**src/rtl/subword_mem_sequencer_if.sv**
```systemverilog
// Bundle between the MEM stage / datapath controller, the sequencer and the
// word-wide data memory. The slave modport is the sequencer's view.
interface subword_mem_sequencer_if #(
   parameter int AW = 30
);
   logic          start;
   logic [2:0]    memop;
   logic [31:0]   addr;
   logic [31:0]   writedata;
   logic          stall;
   logic          done;
   logic          addrerr;
   logic [31:0]   readdata;
   logic [AW-1:0] memaddr;
   logic          memread;
   logic          memwrite;
   logic [31:0]   memwrdata;
   logic [31:0]   memrddata;

   modport slave (
      input  start, memop, addr, writedata, memrddata,
      output stall, done, addrerr, readdata, memaddr, memread, memwrite, memwrdata
   );

   modport master (
      output start, memop, addr, writedata, memrddata,
      input  stall, done, addrerr, readdata, memaddr, memread, memwrite, memwrdata
   );
endinterface

```
**src/rtl/subword_mem_sequencer.sv**
```systemverilog
// Multi-cycle MEM-stage controller for byte/half/word loads and stores on a
// word-wide memory; sub-word stores are done as read-modify-write.
module subword_mem_sequencer #(
   parameter int RD_LAT = 1,
   parameter int AW     = 30
) (
   input logic                  clk,
   input logic                  rst,
   subword_mem_sequencer_if.slave bus
);

   typedef enum logic [2:0] {IDLE, RD, WAIT, WR, DONE} state_t;

   typedef enum logic [2:0] {
      OP_LW  = 3'b000,
      OP_LH  = 3'b001,
      OP_LHU = 3'b010,
      OP_LB  = 3'b011,
      OP_LBU = 3'b100,
      OP_SW  = 3'b101,
      OP_SH  = 3'b110,
      OP_SB  = 3'b111
   } memop_t;

   localparam int CNT_W = 3;

   state_t        state_q, state_d;
   memop_t        op_q;
   memop_t        op_in;
   logic [1:0]    lane_q;
   logic [15:0]   wdata_q;
   logic          err_q;
   logic [CNT_W-1:0] cnt_q;
   logic [31:0]   readdata_q;
   logic [31:0]   memwrdata_q;
   logic [AW-1:0] memaddr_q;
   logic          accept;
   logic          misaligned;
   logic          last_wait;

   function automatic logic is_load(input memop_t op);
      return (op == OP_LW) || (op == OP_LH) || (op == OP_LHU) ||
             (op == OP_LB) || (op == OP_LBU);
   endfunction

   function automatic logic check_misaligned(input memop_t op, input logic [1:0] a);
      case (op)
         OP_LW, OP_SW:          return a != 2'b00;
         OP_LH, OP_LHU, OP_SH:  return a[0];
         default:               return 1'b0;
      endcase
   endfunction

   function automatic logic [31:0] load_extend(input memop_t op, input logic [1:0] lane,
                                               input logic [31:0] w);
      logic [7:0]  b;
      logic [15:0] h;
      b = w[{lane, 3'b000} +: 8];
      h = lane[1] ? w[31:16] : w[15:0];
      case (op)
         OP_LB:   return {{24{b[7]}}, b};
         OP_LBU:  return {24'h0, b};
         OP_LH:   return {{16{h[15]}}, h};
         OP_LHU:  return {16'h0, h};
         default: return w;
      endcase
   endfunction

   function automatic logic [31:0] store_merge(input memop_t op, input logic [1:0] lane,
                                               input logic [31:0] w, input logic [15:0] wd);
      logic [31:0] r;
      r = w;
      if (op == OP_SB)
         r[{lane, 3'b000} +: 8] = wd[7:0];
      else if (lane[1])
         r[31:16] = wd;
      else
         r[15:0] = wd;
      return r;
   endfunction

   assign op_in      = memop_t'(bus.memop);
   assign accept     = (state_q == IDLE) && bus.start;
   assign misaligned = check_misaligned(op_in, bus.addr[1:0]);
   assign last_wait  = (state_q == WAIT) && (cnt_q == CNT_W'(RD_LAT - 1));

   // NOTE: sequential state uses non-blocking assignments so every register
   // samples the pre-edge values regardless of process evaluation order.
   always_ff @(posedge clk or negedge rst) begin
      if (!rst) state_q <= IDLE;
      else      state_q <= state_d;
   end

   // NOTE: every output of this block is given a default first, so no path
   // leaves a signal unassigned and no latch is inferred.
   always_comb begin
      state_d       = state_q;
      bus.stall     = 1'b0;
      bus.done      = 1'b0;
      bus.addrerr   = 1'b0;
      bus.memread   = 1'b0;
      bus.memwrite  = 1'b0;
      case (state_q)
         IDLE: begin
            bus.stall = bus.start & rst;
            if (bus.start) begin
               if (misaligned)          state_d = DONE;
               else if (op_in == OP_SW) state_d = WR;
               else                     state_d = RD;
            end
         end
         RD: begin
            bus.stall   = 1'b1;
            bus.memread = 1'b1;
            state_d     = WAIT;
         end
         WAIT: begin
            bus.stall = 1'b1;
            if (last_wait) state_d = is_load(op_q) ? DONE : WR;
         end
         WR: begin
            bus.stall    = 1'b1;
            bus.memwrite = 1'b1;
            state_d      = DONE;
         end
         DONE: begin
            bus.done    = 1'b1;
            bus.addrerr = err_q;
            state_d     = IDLE;
         end
         default: state_d = IDLE;
      endcase
   end

   // Request latch, wait counter, load capture and store merge.
   always_ff @(posedge clk or negedge rst) begin
      if (!rst) begin
         op_q        <= OP_LW;
         lane_q      <= 2'b00;
         wdata_q     <= 16'h0;
         err_q       <= 1'b0;
         cnt_q       <= '0;
         readdata_q  <= 32'h0;
         memwrdata_q <= 32'h0;
         memaddr_q   <= '0;
      end else begin
         if (accept) begin
            op_q    <= op_in;
            lane_q  <= bus.addr[1:0];
            wdata_q <= bus.writedata[15:0];
            err_q   <= misaligned;
            // A rejected access leaves the memory-side registers untouched.
            if (!misaligned) begin
               memaddr_q <= bus.addr[AW+1:2];
               if (op_in == OP_SW) memwrdata_q <= bus.writedata;
            end
         end

         if (state_q == RD)        cnt_q <= '0;
         else if (state_q == WAIT) cnt_q <= cnt_q + 1'b1;

         if (last_wait) begin
            if (is_load(op_q)) readdata_q  <= load_extend(op_q, lane_q, bus.memrddata);
            else               memwrdata_q <= store_merge(op_q, lane_q, bus.memrddata, wdata_q);
         end
      end
   end

   assign bus.readdata  = readdata_q;
   assign bus.memwrdata = memwrdata_q;
   assign bus.memaddr   = memaddr_q;

endmodule

```
**src/flat_wrapper.sv**
```systemverilog
// flat-port wrapper written by rule: the top's interface ports become plain ports
module subword_mem_sequencer_flat 
#(
   parameter int RD_LAT = 1,
   parameter int AW     = 30
)
  (clk, rst, bus_start, bus_memop, bus_addr, bus_writedata, bus_memrddata, bus_stall, bus_done, bus_addrerr, bus_readdata, bus_memaddr, bus_memread, bus_memwrite, bus_memwrdata);
  subword_mem_sequencer_if #(.AW(AW)) bus_i ();
  input logic clk;
  input logic rst;
  input wire logic [$bits(bus_i.start)-1:0] bus_start;
  input wire logic [$bits(bus_i.memop)-1:0] bus_memop;
  input wire logic [$bits(bus_i.addr)-1:0] bus_addr;
  input wire logic [$bits(bus_i.writedata)-1:0] bus_writedata;
  input wire logic [$bits(bus_i.memrddata)-1:0] bus_memrddata;
  output wire logic [$bits(bus_i.stall)-1:0] bus_stall;
  output wire logic [$bits(bus_i.done)-1:0] bus_done;
  output wire logic [$bits(bus_i.addrerr)-1:0] bus_addrerr;
  output wire logic [$bits(bus_i.readdata)-1:0] bus_readdata;
  output wire logic [$bits(bus_i.memaddr)-1:0] bus_memaddr;
  output wire logic [$bits(bus_i.memread)-1:0] bus_memread;
  output wire logic [$bits(bus_i.memwrite)-1:0] bus_memwrite;
  output wire logic [$bits(bus_i.memwrdata)-1:0] bus_memwrdata;
  assign bus_i.start = bus_start;
  assign bus_i.memop = bus_memop;
  assign bus_i.addr = bus_addr;
  assign bus_i.writedata = bus_writedata;
  assign bus_i.memrddata = bus_memrddata;
  assign bus_stall = bus_i.stall;
  assign bus_done = bus_i.done;
  assign bus_addrerr = bus_i.addrerr;
  assign bus_readdata = bus_i.readdata;
  assign bus_memaddr = bus_i.memaddr;
  assign bus_memread = bus_i.memread;
  assign bus_memwrite = bus_i.memwrite;
  assign bus_memwrdata = bus_i.memwrdata;
  subword_mem_sequencer #(.RD_LAT(RD_LAT), .AW(AW)) u_core (.clk(clk), .rst(rst), .bus(bus_i));
endmodule
```
**config.mk**
```make
export PLATFORM = sky130hd
export DESIGN_NAME = subword_mem_sequencer_flat
export DESIGN_NICKNAME = d
export VERILOG_FILES = /design/src/rtl/subword_mem_sequencer_if.sv /design/src/rtl/subword_mem_sequencer.sv /design/src/flat_wrapper.sv
export SDC_FILE = /design/constraint.sdc
export NUM_CORES = 1
export LEC_CHECK = 0
export CAP_MARGIN = 10
export CORE_MARGIN = 8
export CORE_UTILIZATION = 48
export CTS_CLUSTER_SIZE = 20
export DETAILED_ROUTE_END_ITERATION = 8
export HOLD_SLACK_MARGIN = 0.02
export PLACE_DENSITY = 0.82
export SLEW_MARGIN = 20
export SYNTH_ARGS = -nofsm -noshare
export SYNTH_HDL_FRONTEND = slang
export SYNTH_SLANG_ARGS = --single-unit
```
**constraint.sdc**
```tcl
create_clock -name clk -period 2.5 [get_ports clk]
set_input_delay 0.375 -clock clk [delete_from_list [all_inputs] [get_ports clk]]
set_output_delay 0.375 -clock clk [all_outputs]
set_load 0.02 [all_outputs]
```
[Word-level counts from Yosys, hierarchy flattened]
Index checks and enable logic that the tools add are counted.
Word-level totals
  register bits: 122
  input bits: 102
  word-level logic and storage cells: 74
Operators by class
  $add $sub $neg: 2
  eq/ne operators: 15
  shifts and indexed selects: 3
  mux-type cells: 25
  bitwise gates (word level): 2
  reduce and logical (&&, ||, !) cells: 18
Operators with widths (number)
  2-to-1 mux 32 bit: 6
  one-hot mux 32 bit (4 select lines): 1
  2-to-1 mux 16 bit: 3
  bitwise mux 32 bit: 1
  variable shift 8 x 7 -> 32 bit (first input constant): 1
  variable part select 32 x 6 -> 8 bit: 1
  variable part select 8 x 7 -> 32 bit: 1
  2-to-1 mux 3 bit: 6
  == test 3 x 2 -> 1 bit (second input constant): 5
  == test 3 bit (second input constant): 5
  logical NOT 3 bit: 4
  one-hot mux 3 bit (4 select lines): 1
  == test 3 x 1 -> 1 bit (second input constant): 3
  negator 5 -> 7 bit: 1
  AND reduction 2 bit: 3
  OR reduction 3 bit: 2
  logical OR 1 bit: 4
  2-to-1 mux 1 bit: 4
  one-hot mux 1 bit (2 select lines): 2
  nonzero test 2 bit: 2
  adder 3 x 1 -> 3 bit (second input constant): 1
  logical AND 1 bit: 2
  2-to-1 mux 2 bit: 1
  != test 2 x 1 -> 1 bit (second input constant): 1
  4 further kinds: 4

[Logic depth before layout (Yosys ltp)]
Gate-level depths: netlist of the first run.
  word-level depth: 8
  gate-level depth with buffers: 10

[Least setup slack after synthesis of the first run]
No wires, ideal clock.
  path type: register to register
  start: register u_core.lane_q[1]
  end: register u_core.memwrdata_q[27] (netlist: u_core.bus.memwrdata[27])
  library setup time: 0.077 ns
  arrival time: 1.934 ns
  required time: 2.423 ns
  slack: 0.490 ns
  stages on the path, launching flop included: 11
  path buffers: 3
  path through: dfrtp_1 -> buf_2 -> buf_2 -> inv_1 -> ha_1 -> nor4bb_1 -> buf_1 -> a221oi_1 -> a21oi_1 -> nand2_1 -> o21ai_1
Between the ends
  word-level cells in the longest chain between the ends: 6
  elaborated cells on any way between the ends: 8
  classes of those cells: add/sub: 1; shift: 2; mux: 5
RTL lines
  start, declared: line subword_mem_sequencer.sv:30  | logic [1:0] lane_q;
  start signal, assigned: line subword_mem_sequencer.sv:149  | lane_q <= bus.addr[1:0];
  negator 5 -> 7 bit: line subword_mem_sequencer.sv:74  | r[{lane, 3'b000} +: 8] = wd[7:0];
  variable part select 8 x 7 -> 32 bit / variable shift 8 x 7 -> 32 bit (equally long branches): line subword_mem_sequencer.sv:74
  bitwise mux 32 bit: line subword_mem_sequencer.sv:74
  2-to-1 mux 32 bit (*): line subword_mem_sequencer.sv:73  | if (op == OP_SB)
  2-to-1 mux 32 bit (*): line subword_mem_sequencer.sv:163  | if (is_load(op_q)) readdata_q <= load_extend(op_q, lane_q, bus.memrddata);
  2-to-1 mux 32 bit (*): line subword_mem_sequencer.sv:162  | if (last_wait) begin
  end signal, assigned: line subword_mem_sequencer.sv:155  | if (op_in == OP_SW) memwrdata_q <= bus.writedata;
  end signal, assigned: line subword_mem_sequencer.sv:164  | else memwrdata_q <= store_merge(op_q, lane_q, bus.memrddata, wdata_q);
  end, declared: line subword_mem_sequencer.sv:35  | logic [31:0] memwrdata_q;
Every way passes the cells marked *; elsewhere a longest branch is shown, timed or not.
A chain may end at the register's enable or synchronous reset.

[Worst setup path after layout of the first run]
  start: register u_core.state_q[1]
  end: output bus_addrerr
Between the ends
  word-level cells in the longest chain between the ends: 2
RTL lines
  start, declared: line subword_mem_sequencer.sv:27  | state_t state_q, state_d;
  start signal, assigned: line subword_mem_sequencer.sv:91  | else state_q <= state_d;
  == test 3 bit: line subword_mem_sequencer.sv:103  | case (state_q)
  2-to-1 mux 1 bit: line subword_mem_sequencer.sv:103
  end, declared: line flat_wrapper.sv:18  | output wire logic [$bits(bus_i.addrerr)-1:0] bus_addrerr;
No other way between the ends.

==> impl_metrics.tcl, run 1 <==
set metrics [dict create \
    power.internal_mw 7.884 \
    yosysSeqAreaShare 0.4636 \
    gr-total-overflow 0 \
    ctsHoldBuffers 0 \
    synth_common_cells "dfrtp_1, a21oi_1, nand2_1" \
    gp_congestion 0.9245 \
    die_h_microns 133.1 \
    synth_area_leader_cell "dfrtp_1" \
    p_switching_mw 5.276 \
    via_per_inst 6.006 \
    drt-total-wl_microns 21870 \
    cp.required_ns 2.12 \
    grt_pass1_wl_microns 34600 \
    final_nets 950 \
    vias 6210 \
    ys.flop_type "dfrtp_1" \
    antenna_left 0 \
    postLayoutCoreUtil 0.6885 \
    fillers 1019 \
    worstMarginPinSlew_ns 0.7865 \
    timing.slew.headroom 0.4712 \
    hold_path_class "in2async" \
    cts_root_buf "clkbuf_16" \
    syn_inst 649 \
    finalSetupViolCount 0 \
    r2r_end "u_core.bus.memwrdata[6]" \
    p_seq_frac 0.284 \
    io_buffers 200 \
    drive_above_1_share 0.1347 \
    r2r_start "u_core.cnt_q[0]" \
    ys_async_sr_fraction 1.000 \
    crit_path_end_kind "output pin" \
    drtIter0Drc 462 \
    worstPathArrival_ns 2.02 \
    rsz0062_at_grt "false" \
    die_w_microns 133.1 \
    setup.worst_path.class "reg2out" \
    grt_max_degree 123 \
    cts_tree "built" \
    cts_buffers 17 \
    std_cell_rows 43 \
    route.detailed.drc 0 \
    start_kind "register" \
    grt_use_total 0.2452 \
    antennaDiodeCount 0 \
    multi_input_area_sq_um 3184 \
    peakVddDrop_mv 0.7530 \
    slew_violations 0 \
    stdcell_count 1034 \
    clockBufferDepth 2 \
    cts-htree-levels 4 \
    p_leak_nw 3.759 \
    place_inst 1002 \
    status "finished, final reports clean" \
    cts.clk_slew.worst_paths_ns 0.06 \
    dp_hpwl_microns 16180 \
    synth_top_area_frac 0.4636 \
    reg2reg_depth 7 \
    synth_area_sq_um 6585 \
    seq_area_sq_um 3054 \
    ff2ff_setup_slack_ns 0.26 \
    dieArea_sq_um 17720 \
    synth_warnings 0 \
    fmax_mhz 417.7 \
    tritoncts_num_sinks 122 \
    switching_share 0.4009 \
    drt_pre_antenna_iters 5 \
    coreArea_sq_um 13670 \
    ys_types 63 \
    p_per_area_nw_per_um2 1399 \
    finalClockSkew_ns 0.01282 \
    grt_pass1_vias 6403 \
    antenna_found_initial 0 \
    pwr-share-clk 0.205 \
    worstSkewPairLatency_ns 0.42 \
    final-hold-violation-count 0 \
    period_minus_slack_ns 2.394 \
    hold-worst-slack_ns 0.1259 \
    ys_ff_latch 122 \
    synth.top_cells.by_area "dfrtp_1, mux2_2, mux2i_1" \
    combPwrFrac 0.510 \
    routedWlPerCell_microns 21.15 \
    synth_edf_count 0 \
    cp_max_fo 8 \
    syn_area_per_cell_sq_um 10.15 \
    ios 201 \
    start_util 0.4819 \
    synth_most_common_cell "dfrtp_1" \
    final.period_utilization 0.9576 \
    syn2layout_area_growth_pct 42.88 \
    syn_nets 758 \
    drv_cap 0 \
    fin_setup_tns_ns 0 \
]
==> placed cells by master, fill, tap and decap left out, types with 4 or more instances in the layout <==
master	synthesis	final
o311ai_0	4	4
ha_1	7	7
a221oi_1	33	33
nand2_1	54	54
clkdlybuf4s50_1	0	199
a21oi_1	67	67
a211o_1	6	6
dfrtp_1	122	121
nor3b_1	5	5
inv_1	19	19
buf_4	1	22
o21ai_0	43	43
a31oi_1	4	4
mux2i_1	53	53
bufinv_16	0	5
and3_1	4	4
nand3_1	4	4
o221ai_1	7	7
nor2b_1	9	9
o21a_1	6	6
clkbuf_16	0	17
o21ai_1	18	18
mux2_2	50	50
nor2_1	41	39
==> power groups by stage <==
stage          Combinational [mW]  Clock (mW)  Sequential [mW]
2_1_floorplan                3.15           0             4.45
3_3_place_gp                 6.49           0             3.67
3_5_place_dp                 6.68           0             3.73
4_1_cts                      6.74        2.74             3.73
5_1_grt                      7.23        2.83             3.85
6_report                     6.72        2.70             3.74
==> routing by layer <==
layer	track usage	up-vias	share of wire
met5	0	-	0
met4	0.1285	0	0.046
met3	0.09036	77	0.10
met2	0.3817	360	0.46
met1	0.2915	2993	0.40
li1	-	2780	-
==> critical path: stages, from the launching register on <==
cell and delay (ns):
dfrtp_1 0.47, nor2_2 0.31, and3_1 0.20, clkdlybuf4s50_1 0.62
==> cell families after synthesis <==
logic type / share of synthesized area
multiplexers: 0.1695
AO/OA/AOI/OAI: 0.2024
AND/OR/NAND/NOR: 0.09596
flip-flops: 0.4636
adder cells (fa/ha/maj): 0.01482
buffers and inverters: 0.05377
==> what timing repair did <==
| action | in CTS | in global routing |
|---|---|---|
| setup endpoints to repair | 1 | 0 |
| buffers inserted | 0 | 0 |
| resized for setup | 1 | 0 |
==> state kept, by name (all words and copies together), names as in the netlist <==
register,count
u_core.err_q,1
u_core.state_q,3
u_core.cnt_q,3
u_core.wdata_q,16
u_core.bus.memaddr,30
u_core.lane_q,2
u_core.op_q,3
u_core.bus.memwrdata,32
u_core.bus.readdata,32
==> per-stage QoR <==
| stage | worst slack (ns) | power [mW] | cell area [sq um] |
|---|---|---|---|
| floorplan | 0.4897 | 7.602 | 6585 |
| global placement | 0.3398 | 10.16 | 8753 |
| detailed placement | 0.2596 | 10.41 | 8753 |
| CTS | 0.09424 | 13.20 | 9409 |
| global route | 0.005527 | 13.91 | 9409 |
| finish | 0.1060 | 13.16 | 9409 |
==> worst max-delay path by stage <==
stage                                 start                        to  slack, ns  depth (start not counted)
after floorplan            u_core.lane_q[1]  u_core.bus.memwrdata[27]       0.49                         10
after global placement         bus_memop[0]     u_core.bus.memaddr[4]       0.34                          7
after detailed placement       bus_memop[0]    u_core.bus.memaddr[15]       0.26                          7
after CTS                 u_core.state_q[1]               bus_addrerr       0.09                          3
after global routing      u_core.state_q[1]               bus_addrerr      0.006                          3
final                     u_core.state_q[1]               bus_addrerr       0.11                          3
==> layout make-up <==
type	instances	share of cell area
clock inverters	11	0.02048
repair buffers	224	0.2356
clock buffers	21	0.04894
well taps	180	0.02394
flip-flops and latches	122	0.3246
inverters	20	0.007979
multi-input cells	456	0.3384
(Power assumes the default switching activity.)
==> inputs of run 2 (changes only) <==
SKIP_LAST_GASP = 1   (was unset)
==> results of run 2 <==
Final layout, timing and power as in run 1 (identical DEF).
